## src/rtl/pc_stack.sv

```systemverilog
// pc_stack: program counter with increment, absolute/relative branch, and CALL/RET return-address stack.
module pc_stack #(
    parameter int ADDR_W = 8,
    parameter int STACK_DEPTH = 4,
    parameter logic [ADDR_W-1:0] RESET_ADDR = '0,
    localparam int SP_W = $clog2(STACK_DEPTH + 1)
) (
    input  logic              clk,
    input  logic              RST,
    input  logic              PCI,
    input  logic              BRANCH,
    input  logic              REL,
    input  logic              CALL,
    input  logic              RET,
    input  logic [ADDR_W-1:0] addr_in,
    output logic [ADDR_W-1:0] addr_out,
    output logic [SP_W-1:0]   sp,
    output logic              stk_full,
    output logic              stk_empty,
    output logic              err
);
    localparam int IDX_W = STACK_DEPTH > 1 ? $clog2(STACK_DEPTH) : 1;
    logic [ADDR_W-1:0] r_pc, r_stack [STACK_DEPTH];
    logic [SP_W-1:0]   r_sp;
    logic              r_err;
    logic [ADDR_W-1:0] w_pc_nxt, w_pc_inc;
    logic [SP_W-1:0]   w_sp_nxt;
    logic              w_err_nxt, w_full, w_empty, w_push;
    logic [IDX_W-1:0]  w_wr_idx, w_rd_idx;
    assign w_full    = r_sp == SP_W'(STACK_DEPTH);
    assign w_empty   = r_sp == '0;
    assign w_pc_inc  = r_pc + ADDR_W'(1);
    assign w_wr_idx  = IDX_W'(r_sp);
    assign w_rd_idx  = IDX_W'(r_sp - SP_W'(1));
    assign w_push    = CALL && !RET && !w_full;
    // Adding the raw offset is equivalent to sign-extending it to ADDR_W, modulo 2^ADDR_W.
    always_comb begin
        w_pc_nxt  = r_pc;
        w_sp_nxt  = r_sp;
        w_err_nxt = r_err;
        if (RET) begin
            if (w_empty) w_err_nxt = 1'b1;
            else begin
                w_pc_nxt = r_stack[w_rd_idx];
                w_sp_nxt = r_sp - SP_W'(1);
            end
        end else if (CALL) begin
            if (w_full) w_err_nxt = 1'b1;
            else begin
                w_pc_nxt = addr_in;
                w_sp_nxt = r_sp + SP_W'(1);
            end
        end else if (BRANCH) w_pc_nxt = REL ? r_pc + addr_in : addr_in;
        else if (PCI) w_pc_nxt = w_pc_inc;
    end
    always_ff @(posedge clk or posedge RST) begin
        if (RST) begin
            r_pc  <= RESET_ADDR;
            r_sp  <= '0;
            r_err <= 1'b0;
        end else begin
            r_pc  <= w_pc_nxt;
            r_sp  <= w_sp_nxt;
            r_err <= w_err_nxt;
        end
    end
    always_ff @(posedge clk) begin
        if (w_push) r_stack[w_wr_idx] <= w_pc_inc;
    end
    assign addr_out  = r_pc;
    assign sp        = r_sp;
    assign stk_full  = w_full;
    assign stk_empty = w_empty;
    assign err       = r_err;
endmodule

```

## config.mk

```make
export PLATFORM = sky130hd
export DESIGN_NAME = pc_stack
export DESIGN_NICKNAME = d
export VERILOG_FILES = /design/src/rtl/pc_stack.sv
export SDC_FILE = /design/constraint.sdc
export NUM_CORES = 1
export LEC_CHECK = 0
export BUFFER_PORTS_ARGS = -buffer_cell sky130_fd_sc_hd__buf_2
export CAP_MARGIN = 5
export CELL_PAD_IN_SITES_DETAIL_PLACEMENT = 0
export CELL_PAD_IN_SITES_GLOBAL_PLACEMENT = 1
export CORE_UTILIZATION = 46
export DETAILED_ROUTE_END_ITERATION = 8
export GPL_TIMING_DRIVEN = 1
export PLACE_DENSITY_LB_ADDON = 0.1
export SLEW_MARGIN = 20
export SYNTH_ARGS = -nofsm -noshare
export SYNTH_HDL_FRONTEND = slang
export SYNTH_SLANG_ARGS = --single-unit
```

## constraint.sdc

```tcl
create_clock -name clk -period 2.7 [get_ports clk]
set_clock_uncertainty 0.1 [all_clocks]
set_input_delay 0.135 -clock clk [delete_from_list [all_inputs] [get_ports clk]]
set_output_delay 0.135 -clock clk [all_outputs]
set_load 0.005 [all_outputs]
```

==> flow_summary.toml <==
[drt]
met2_length_um = 2670
drt.antenna.violating_nets = 0
via_count = 1819
drt_iter0_markers = 131
wl_met1_um = 2527
wl_met3_um = 332
drtPass1Iterations = 4
top_layer = "met4"
routedWlPerCell_um = 18.31
drc_errors = 0
routed_wl_um = 5659
vias_per_cell = 5.887

[global_route]
grt_max_degree = 21
grtUsageTotal = 0.2255
antenna_found_initial = 0
grt_pass1_wl_um = 8783
overflow = 0
grt_pass1_vias = 1660

[critical_path]
cp_slowest_cell = "dfrtp_1"
endpoint_kind = "flip-flop"
rr_endpoint = "addr_out[7]"
cp.required_ps = 2780
reg2reg_depth = 7
start_kind = "flip-flop"
crit_buf_inv = 0
path_cells = "ha_1 -> a211oi_2 -> o211ai_1 -> a31oi_1 -> xnor2_1 -> a32oi_1 -> or3b_1"
cp_max_fo = 7
critical_path_arrival_ps = 2540
r2r_start = "addr_out[1]"
cpLargestDelayFamily = "compound AO/OA/AOI/OAI gates"
crit_type = "reg -> reg"
rrSetupSlack_ps = 240
cpPeakStageDelay_ps = 480

[clock_tree]
clkLatencyLatePin_ps = 300
cts-resized-gates = 0
clock_sinks = 44
htreeDepth = 2
post_cts_buffers = 0
cts_tree = "built"
cts-root-buf = "clkbuf_8"
postCtsHoldBufs = 1
cts_buffers = 5
clk_pin_slew_ps = 90
cts_buffer_depth = 2

[sta]
slew_headroom = 0.4920
setup_viol_count_final = 0
finalSetupTns_ps = 0
drv_slew = 0
hold_violations = 0
rsz0062_at_grt = "false"
worst_slew_pin_slew_ps = 756.2
fmax_ghz = 0.4065
hold_slack_ps = 109.9
fin_crit_sh = 0.9111
period_needed_ps = 2460

[synth]
synth_cell_type_count = 44
synth_top_area_share = 0.3965
synthTopCellsByArea = "edfxtp_1, dfrtp_1, mux4_2"
ys_warn_count = 0
synth_cells = 203
syn_area_per_cell_sq_um = 11.94
yosysSeqAreaShare = 0.5204
ys_ff_latch = 44
netlist_area_sq_um = 2424
synth_top_area_cell = "edfxtp_1"
syn-num-nets = 233

[placement]
place_hpwl_um = 4202
port_buffers = 28
gp_congestion = 0.8564

[floorplanning]
dieArea_sq_um = 5563
initial_utilization = 0.4776
coreArea_sq_um = 5075
io_pins = 29
fp.dieW_um = 74.59
row_count = 26
dieHeight_um = 74.59

[power]
powerDensity_nw_per_um2 = 1085
vdd_drop_max_uv = 509.8
cellLeakagePower_nw = 1.075

[worst_hold_path]
min_delay_path_depth = 3
hp-start = "addr_in[6]"
min_to = "addr_out[6]"
hold_path_class = "in -> reg"

[cells_and_area]
syn_to_final_growth_pct = 13.68
drive_above_1_share = 0.2176
diodes = 0
nets = 268

[flow_run]
maxCapViolCount = 0

[outcome]
outcome = "complete, no violations"
[cell type report]
class	instances	area [sq um]
tap	70	87.58
clock inverter	2	16.27
multi-input combinational	142	1089
timing repair buffer	34	187.7
fill	458	2320
sequential	44	1261
clock buffer	6	72.57
inverter	11	41.29
[logic make-up (layout without fill, tap and decap cells)]
logic type / count (synthesis) / in the layout / share of synthesized area
AND/OR/NAND/NOR: 57 / 57 / 0.1125
multiplexers: 8 / 8 / 0.07434
XOR/XNOR: 11 / 11 / 0.03975
adder cells (fa/ha/maj): 15 / 15 / 0.08054
flip-flops: 44 / 44 / 0.5204
buffers and inverters: 17 / 53 / 0.03046
AO/OA/AOI/OAI: 51 / 51 / 0.1420
[metal layers]
layer | up-vias | GRT usage
li1 | 839 | -
met4 | 0 | 0.09224
met5 | - | 0
met1 | 900 | 0.3098
met2 | 66 | 0.3463
met3 | 14 | 0.05285
[synth_stat cells (all sizes together)]
| cell type | n |
|---|---|
| nor2 | 19 |
| o311ai | 1 |
| inv | 11 |
| o21bai | 1 |
| o31a | 1 |
| nor3 | 3 |
| nand2 | 13 |
| o21ai | 11 |
| buf | 3 |
| a21oi | 13 |
| ha | 14 |
| o21a | 1 |
| a21boi | 1 |
| o2111ai | 1 |
| nor2b | 2 |
| o211a | 1 |
| a22oi | 1 |
| xnor2 | 6 |
| a32oi | 1 |
| or3b | 1 |
| a221oi | 6 |
| a2bb2oi | 1 |
| xor2 | 5 |
| edfxtp | 32 |
| and2 | 5 |
| and3 | 1 |
| o211ai | 4 |
| or3 | 3 |
| a211oi | 2 |
| a31oi | 3 |
| nand2b | 2 |
| clkbuf | 3 |
| mux4 | 8 |
| nand3 | 6 |
| dfrtp | 12 |
| fa | 1 |
| nor4 | 2 |
| a21o | 2 |
[metrics by stage]
stage | cell area, sq um | utilization | total power [W] | worst slack (ps) | cells
6_report | 2755 | 0.5429 | 0.002989 | 240.0 | 309
3_5_place_dp | 2656 | 0.5234 | 0.002576 | 230.4 | 300
4_1_cts | 2755 | 0.5429 | 0.002996 | 224.2 | 309
3_3_place_gp | 2656 | 0.5234 | 0.002507 | 304.0 | 300
2_1_floorplan | 2424 | - | 0.002098 | 287.3 | 203
5_1_grt | 2755 | 0.5429 | 0.003175 | 110.6 | 309
[worst register-to-register path, stage by stage (launching register included)]
cell and delay (ps):
dfrtp_1 480, ha_1 340, a211oi_2 320, o211ai_1 140, a31oi_1 280, xnor2_1 140
a32oi_1 190, or3b_1 360
[worst max-delay path by stage]
| stage | start | endpoint | slack, ps | cells after the start |
|---|---|---|---|---|
| floorplan | sp[0] | addr_out[7] | 290 | 10 |
| global placement | addr_out[1] | addr_out[7] | 300 | 7 |
| detailed placement | addr_out[1] | addr_out[7] | 230 | 7 |
| CTS | addr_out[1] | addr_out[7] | 220 | 7 |
| global route | addr_out[1] | addr_out[7] | 110 | 7 |
| finish | addr_out[1] | addr_out[7] | 240 | 7 |
[flip-flops by register name (all words and copies together), names as in the netlist]
name / flops
r_stack: 32
addr_out: 8
sp: 3
err: 1
[power by group]
group          internal [W]  switching, W  leakage, nW
combinational      0.000633      0.000802        0.606
clock              0.000184      0.000229       0.0414
sequential         0.000992      0.000149        0.428
[cells in the final DEF, fill, tap and decap left out, drive strengths merged, types with 3 or more instances in the layout]
cell,n
dfrtp,12
xor2,5
a221oi,6
edfxtp,32
ha,14
o211ai,4
a21oi,13
nor2,19
a31oi,3
nand2,13
nor3,3
and2,5
buf,33
inv,11
o21ai,11
clkbuf,6
xnor2,6
or3,3
nand3,6
mux4,8
Power figures use the tool's default switching activity.
